File: src/rtl/nird_riu2_seq_ctrl.sv
// Frame sequencer for the NIRD riu2 mapping pipeline: issues 3x3 windows, gates on credits, reports frame end.
// Optional stall counter output is compiled in when NIRD_RIU2_PERF_CNT_EN is defined.
module nird_riu2_seq_ctrl #(
   parameter int IMG_W   = 640,
   parameter int IMG_H   = 480,
   parameter int CNT_W   = 10,
   parameter int CREDITS = 4,
   parameter int MAP_LAT = 3
) (
   input  logic             clk,
   input  logic             rst,
   input  logic             start_i,
   input  logic             win_valid_i,
   output logic             win_ready_o,
   output logic             map_en_o,
   output logic             map_last_o,
   input  logic             map_done_i,
   input  logic             map_last_i,
   input  logic             credit_ret_i,
   output logic             busy_o,
   output logic             frame_done_o,
   output logic [CNT_W-1:0] row_o,
   output logic [CNT_W-1:0] col_o,
   output logic             err_o
`ifdef NIRD_RIU2_PERF_CNT_EN
   ,output logic [31:0]     stall_cnt_o
`endif
);

   // state   | meaning
   // S_IDLE  | waiting for start_i
   // S_RUN   | issuing windows while credits remain
   // S_DRAIN | final window issued, waiting for the mapper's last result
   // S_DONE  | one-cycle frame completion

   localparam int COLS  = IMG_W - 2;
   localparam int ROWS  = IMG_H - 2;
   localparam int CR_W  = 4;
   localparam int OUT_W = $clog2(MAP_LAT + 2);

   localparam logic [CNT_W-1:0] COL_LAST = CNT_W'(COLS - 1);
   localparam logic [CNT_W-1:0] ROW_LAST = CNT_W'(ROWS - 1);
   localparam logic [CR_W-1:0]  CR_FULL  = CR_W'(CREDITS);

   typedef enum logic [1:0] {S_IDLE, S_RUN, S_DRAIN, S_DONE} state_t;

   state_t            state_q, state_nxt;
   logic [CR_W-1:0]   cred_q;
   logic [OUT_W-1:0]  out_q;
   logic [CNT_W-1:0]  row_q, col_q;
   logic              busy_q, done_q, err_q;
   logic              start_acc, issue, at_last, err_set;

   assign start_acc   = (state_q == S_IDLE) && start_i;
   assign at_last     = (row_q == ROW_LAST) && (col_q == COL_LAST);
   assign win_ready_o = (state_q == S_RUN) && (cred_q != '0);
   assign issue       = win_valid_i && win_ready_o;
   assign map_en_o    = issue;
   assign map_last_o  = issue && at_last;

   // A return alongside an issue is a legal swap, so only a lone return at full credit is an error.
   assign err_set = (credit_ret_i && !issue && (cred_q == CR_FULL)) ||
                    (map_done_i && (out_q == '0)) ||
                    (map_last_i && (state_q == S_RUN));

   always_ff @(posedge clk) begin
      if (rst) state_q <= S_IDLE;
      else     state_q <= state_nxt;
   end

   always_comb begin
      state_nxt = state_q;
      case (state_q)
         S_IDLE:  if (start_i) state_nxt = S_RUN;
         S_RUN:   if (map_last_o) state_nxt = S_DRAIN;
         S_DRAIN: if (map_done_i && map_last_i && (out_q == OUT_W'(1))) state_nxt = S_DONE;
         S_DONE:  state_nxt = S_IDLE;
         default: state_nxt = S_IDLE;
      endcase
   end

   always_ff @(posedge clk) begin
      if (rst) begin
         busy_q <= 1'b0;
         done_q <= 1'b0;
         err_q  <= 1'b0;
         row_q  <= '0;
         col_q  <= '0;
         cred_q <= CR_FULL;
         out_q  <= '0;
      end else begin
         busy_q <= (state_nxt != S_IDLE);
         done_q <= (state_nxt == S_DONE);
         if (start_acc) begin
            err_q  <= 1'b0;
            row_q  <= '0;
            col_q  <= '0;
            cred_q <= CR_FULL;
            out_q  <= '0;
         end else begin
            if (err_set) err_q <= 1'b1;
            // Row/col freeze on the final window so they read back as the frame's last position.
            if (issue && !at_last) begin
               if (col_q == COL_LAST) begin
                  col_q <= '0;
                  row_q <= row_q + CNT_W'(1);
               end else begin
                  col_q <= col_q + CNT_W'(1);
               end
            end
            case ({issue, credit_ret_i})
               2'b10:   cred_q <= cred_q - CR_W'(1);
               2'b01:   if (cred_q != CR_FULL) cred_q <= cred_q + CR_W'(1);
               default: cred_q <= cred_q;
            endcase
            case ({issue, map_done_i})
               2'b10:   out_q <= out_q + OUT_W'(1);
               2'b01:   if (out_q != '0) out_q <= out_q - OUT_W'(1);
               default: out_q <= out_q;
            endcase
         end
      end
   end

   assign busy_o       = busy_q;
   assign frame_done_o = done_q;
   assign err_o        = err_q;
   assign row_o        = row_q;
   assign col_o        = col_q;

`ifdef NIRD_RIU2_PERF_CNT_EN
   logic [31:0] stall_q;

   always_ff @(posedge clk) begin
      if (rst || start_acc) begin
         stall_q <= '0;
      end else if ((state_q == S_RUN) && win_valid_i && (cred_q == '0) && (stall_q != '1)) begin
         stall_q <= stall_q + 32'd1;
      end
   end

   assign stall_cnt_o = stall_q;
`else
   // Stall counter not built.
`endif

endmodule

File: config.mk
export PLATFORM = sky130hd
export DESIGN_NAME = nird_riu2_seq_ctrl
export DESIGN_NICKNAME = d
export VERILOG_FILES = /design/src/rtl/nird_riu2_seq_ctrl.sv
export SDC_FILE = /design/constraint.sdc
export NUM_CORES = 1
export LEC_CHECK = 0
export ABC_AREA = 1
export CORE_MARGIN = 5
export CORE_UTILIZATION = 52
export CTS_CLUSTER_DIAMETER = 120
export DETAILED_ROUTE_END_ITERATION = 8
export PLACE_DENSITY = 0.78
export SLEW_MARGIN = 5
export SYNTH_ARGS = -nofsm -noshare
export SYNTH_HDL_FRONTEND = slang
export SYNTH_SLANG_ARGS = --single-unit
export TNS_END_PERCENT = 1
File: constraint.sdc
create_clock -name clk -period 3.7 [get_ports clk]
set_input_delay 0.74 -clock clk [delete_from_list [all_inputs] [get_ports clk]]
set_output_delay 0.74 -clock clk [all_outputs]
set_load 0.02 [all_outputs]
* Word level (Yosys, flattened, before mapping)
Cells that the tools add are included.
** Word-level totals
- Output and inout bits :: 26
- Flip-flop bits (word level) :: 32
- Logic and storage cells :: 65
** Cells by class
- Eq/ne operators :: 15
- Reductions and logical operators :: 27
- Add/sub/neg operators :: 6
- Muxes and demuxes :: 9
** Operators with widths (number)
- $add A10 B1 Y10 const B :: 2
- $logic_and A1 B1 Y1 :: 12
- $eq A10 B10 Y1 const B :: 1
- $eq A10 B9 Y1 const B :: 1
- $eq A2 B2 Y1 const B :: 5
- $mux W10 :: 1
- $pmux W2 S4 :: 1
- $pmux W4 S2 :: 1
- $eq A2 B1 Y1 const B :: 3
- $mux W2 :: 3
- $pmux W3 S2 :: 1
- $reduce_and A2 Y1 :: 3
- $reduce_bool A2 Y1 :: 3
- $add A4 B1 Y4 const B :: 1
- $eq A4 B3 Y1 const B :: 1
- $mux W4 :: 1
- $ne A2 B2 Y1 const B :: 2
- $ne A4 B3 Y1 const B :: 1
- $reduce_bool A4 Y1 :: 1
- $sub A4 B1 Y4 const B :: 1
- $add A3 B1 Y3 const B :: 1
- $eq A3 B1 Y1 const B :: 1
- $logic_not A3 Y1 :: 1
- $mux W3 :: 1
- other kinds (6) :: 8

* Logic depth before layout (Yosys ltp)
Gate-level depths: netlist of run 1.
- Depth in word-level cells :: 8
- Mapped depth :: 14
- Mapped depth without buffers :: 14

* Worst setup path before layout of run 1
No wires, ideal clock.
- Path kind :: register -> output
- Start point :: register col_q[4] (netlist: col_o[4])
- End point :: output map_last_o
- Arrival :: 1.603 ns
- Cell stages (with the launch flop) :: 5
- Buffers on the path :: 0
- Slack :: 1.357 ns
- Required time :: 2.960 ns
- Cells stage by stage :: dfxtp_1 -> nand2_1 -> nor2_4 -> nand4_1 -> nor4_1
** Between the ends
- Word-level cells in the longest chain between the ends :: 3
** Ends and longest elaborated chain
- start, declared :: RTL line 50 : logic [CNT_W-1:0] row_q, col_q;
- start signal, assigned :: RTL line 108 : col_q <= col_q + CNT_W'(1);
- $eq A10 B10 Y1 :: RTL line 55 : assign at_last = (row_q == ROW_LAST) && (col_q == COL_LAST);
- $logic_and A1 B1 Y1 :: RTL line 55
- $logic_and A1 B1 Y1 :: RTL line 59 : assign map_last_o = issue && at_last;
- end, declared :: RTL line 16 : output logic map_last_o,
Every way passes these cells.

* Final worst setup path of run 1
- Start point :: input win_valid_i
- End point :: output map_last_o
** Between the ends
- Word-level cells in the longest chain between the ends :: 2
** Ends and longest elaborated chain
- start, declared :: RTL line 13 : input logic win_valid_i,
- $logic_and A1 B1 Y1 :: RTL line 57 : assign issue = win_valid_i && win_ready_o;
- $logic_and A1 B1 Y1 :: RTL line 59
Every way passes these cells.

==> impl_metrics.ini, run 1 <==
[flow_run]
drv_cap = 0

[worst_setup_path]
cp_slowest_cell = clkdlybuf4s50_1
slowest_delay_ns = 0.67
cpMostUsedCell = clkdlybuf4s50_1
r2r_slack_ns = 1.63
end_kind = output port
worstPathMaxFanout = 10
path_cells = clkdlybuf4s50_1 > nand3_4 > nor4_1 > clkdlybuf4s50_1
crit_type = input port to output port
arrival_ns = 2.46
start_kind = input port
crit_required_ns = 2.96

[sta]
grt_setup_unrepaired = no
hold_viol_final = 0
holdWs_ns = 0.5047
slew_headroom_pct = 48.80
worstMarginPinSlew_ns = 0.7672
fin_skew_ns = 0.006631
fmaxAchievable_mhz = 312.4
slew_viol_final = 0
final.min_clock_period_ns = 3.201
min_period_over_period_pct = 86.53
setup_viol = 0
setup_tns_ns = 0

[global_routing]
grt_pass1_vias = 1836
grt_pass1_wl_mm = 7.810
grt_max_degree = 21
grt-ovfl-total = 0
antenna_found_initial = 0
grt_usage_pct = 18.57

[synth]
yosysUniqueCellTypes = 33
ys_warn_count = 0
syn_area_um2 = 2061
postSynthNetCount = 314
postSynthAreaPerCell_um2 = 6.962
ys_ff_latch = 32
async_reset_ff_share_pct = 0
netlist_instances = 296
yosysSeqAreaShare_pct = 31.09
synth_flop_cell = dfxtp_1
synth_edf_count = 0

[floorplanning]
core_area_um2 = 3744
rows = 22
die-height_um = 72.95
num_io_pins = 33
die_w_um = 72.95
start_util_pct = 55.05
die_area_um2 = 5322

[power_and_ir_drop]
p_sw_share_pct = 24.34
peakVddDrop_v = 0.0002161
leakage_nw = 1.069
power_density_nw_per_um2 = 330.9
power_switching_mw = 0.2037
internal_power_mw = 0.6334
seqPwrFrac_pct = 43.2
power_frac_clock_pct = 43.9
combPwrFrac_pct = 12.9

[placement]
place.detailed.hpwl_mm = 3.182
io_buffer_count = 32
routabilityCongestion = 0.8282

[clock_network]
postCtsSetupBuffers = 0
cts_buffer_depth = 2
ctsRootBufferMaster = clkbuf_8
cts-resized-gates = 0
cts_made_buffers = 5
clock-sinks = 32
worstSkewPairLatency_ns = 0.29
clk_pin_slew_ns = 0.07
cts_max_level = 2
cts_tree = built
hold_buffers = 0

[route]
drc = 0
wl_per_cell_um = 11.57
dr.pass1.iters = 4
via_count = 1940
vias_per_cell = 5.119
totalWireLength_mm = 4.386
drtIter0Drc = 85
ant_nets = 0

[min_path]
holdCritPathClass = register to register

[cells_and_area]
fillers = 345
drive_gt1_share_pct = 9.970
syn_to_final_growth_pct = 22.77
antennaDiodeCount = 0
final_core_util_pct = 67.58
nets = 348

[status]
status = completed
[cell families after synthesis]
kind of cell | after synthesis | share of synthesized area, %
XOR/XNOR | 15 | 6.375
flip-flops | 32 | 31.09
AO/OA/AOI/OAI | 34 | 10.14
buffers and inverters | 47 | 9.532
AND/OR/NAND/NOR | 157 | 35.82
adder cells (fa/ha/maj) | 11 | 7.043
[final cells by class]
class | instances | area, um^2 | area share, %
Clock inverter | 1 | 30.03 | 1.187
Tap cell | 48 | 60.06 | 2.374
Timing Repair Buffer | 32 | 320.3 | 12.66
Inverter | 42 | 158.9 | 6.281
Sequential cell | 32 | 640.6 | 25.32
Clock buffer | 7 | 96.34 | 3.808
Multi-Input combinational cell | 217 | 1224 | 48.37
[worst paths after layout]
check,start,end,depth (start not counted)
setup / recovery,win_valid_i,map_last_o,4
hold / removal,row_o[9]$_SDFFE_PP0P_,row_o[9]$_SDFFE_PP0P_,2
setup reg to reg,cred_q[0]$_SDFFE_PP0P_,cred_q[3]$_SDFFE_PP0P_,14
hold reg to reg,row_o[9]$_SDFFE_PP0P_,row_o[9]$_SDFFE_PP0P_,2
[flip-flops by register name, indices dropped and copies added (netlist names)]
| signal | count |
|---|---|
| col_o | 10 |
| row_o | 10 |
| cred_q | 4 |
| out_q | 3 |
| state_q | 2 |
| busy_o | 1 |
| err_o | 1 |
| frame_done_o | 1 |
[power by group through the flow]
stage                     combinational, mW  clock [mW]  sequential (mW)
final                                 0.108       0.367            0.362
after global routing                  0.121       0.388            0.363
after CTS                             0.109       0.373            0.362
after detailed placement              0.108           0            0.369
after global placement                0.105           0            0.369
after floorplan                      0.0750           0            0.371
[worst max-delay path: cells and delay by family]
kind,cells,cell delay [ns]
buf+inv,2,1.19
simple gates,2,0.53
[metal layers]
metal / vias up / part of all wire, % / global-route usage [%]
met5: - / 0 / 0
met4: 0 / 2.3 / 7.992
met3: 10 / 5.7 / 5.096
met2: 46 / 47 / 31.56
met1: 877 / 45 / 21.76
li1: 1007 / - / -
[cell usage after synthesis, drive strengths merged (2+ instances only)]
master,n,area share [%]
dfxtp,32,31
xor2,10,4.2
nand2,82,16
nand4,11,3.3
nor3,4,0.97
xnor2,5,2.1
o21bai,3,1.1
ha,10,6.1
clkbuf,3,0.55
nand3,17,5.2
nor2,39,9.0
a21oi,23,6.9
buf,2,1.3
inv,41,7.5
o21ai,6,1.5
[cells in the final DEF, fill, tap and decap left out, drive strengths merged, types with 3 or more instances in the layout]
master         netlist  layout
inv                 41      41
clkbuf               3       7
xor2                10      10
nor3                 4       4
xnor2                5       5
nand4               11      11
a21oi               23      23
o21ai                6       6
o21bai               3       3
nand3               17      17
nand2               82      82
dfxtp               32      32
nor2                39      39
clkdlybuf4s50        0      32
ha                  10      10
[through the flow]
stage | std cells | instance area (um^2) | power (mW) | worst slack [ns]
final | 379 | 2530 | 0.8371 | 0.4985
after global routing | 379 | 2530 | 0.8729 | 0.4298
after CTS | 379 | 2530 | 0.8432 | 0.5181
after detailed placement | 371 | 2404 | 0.4776 | 0.5228
after global placement | 371 | 2404 | 0.4747 | 0.5212
after floorplan | 296 | 2061 | 0.4463 | 1.357
(Power assumes the default switching activity.)
==> run 2: changes to the inputs <==
--- a/config.mk
+++ b/config.mk
@@ -6,6 +6,7 @@
 export NUM_CORES = 1
 export LEC_CHECK = 0
 export ABC_AREA = 1
+export ABC_CLOCK_PERIOD_IN_PS = 3700
 export CORE_MARGIN = 5
 export CORE_UTILIZATION = 52
 export CTS_CLUSTER_DIAMETER = 120
==> results of run 2 <==
The final DEF is identical to that of run 1; final timing and power are the same.
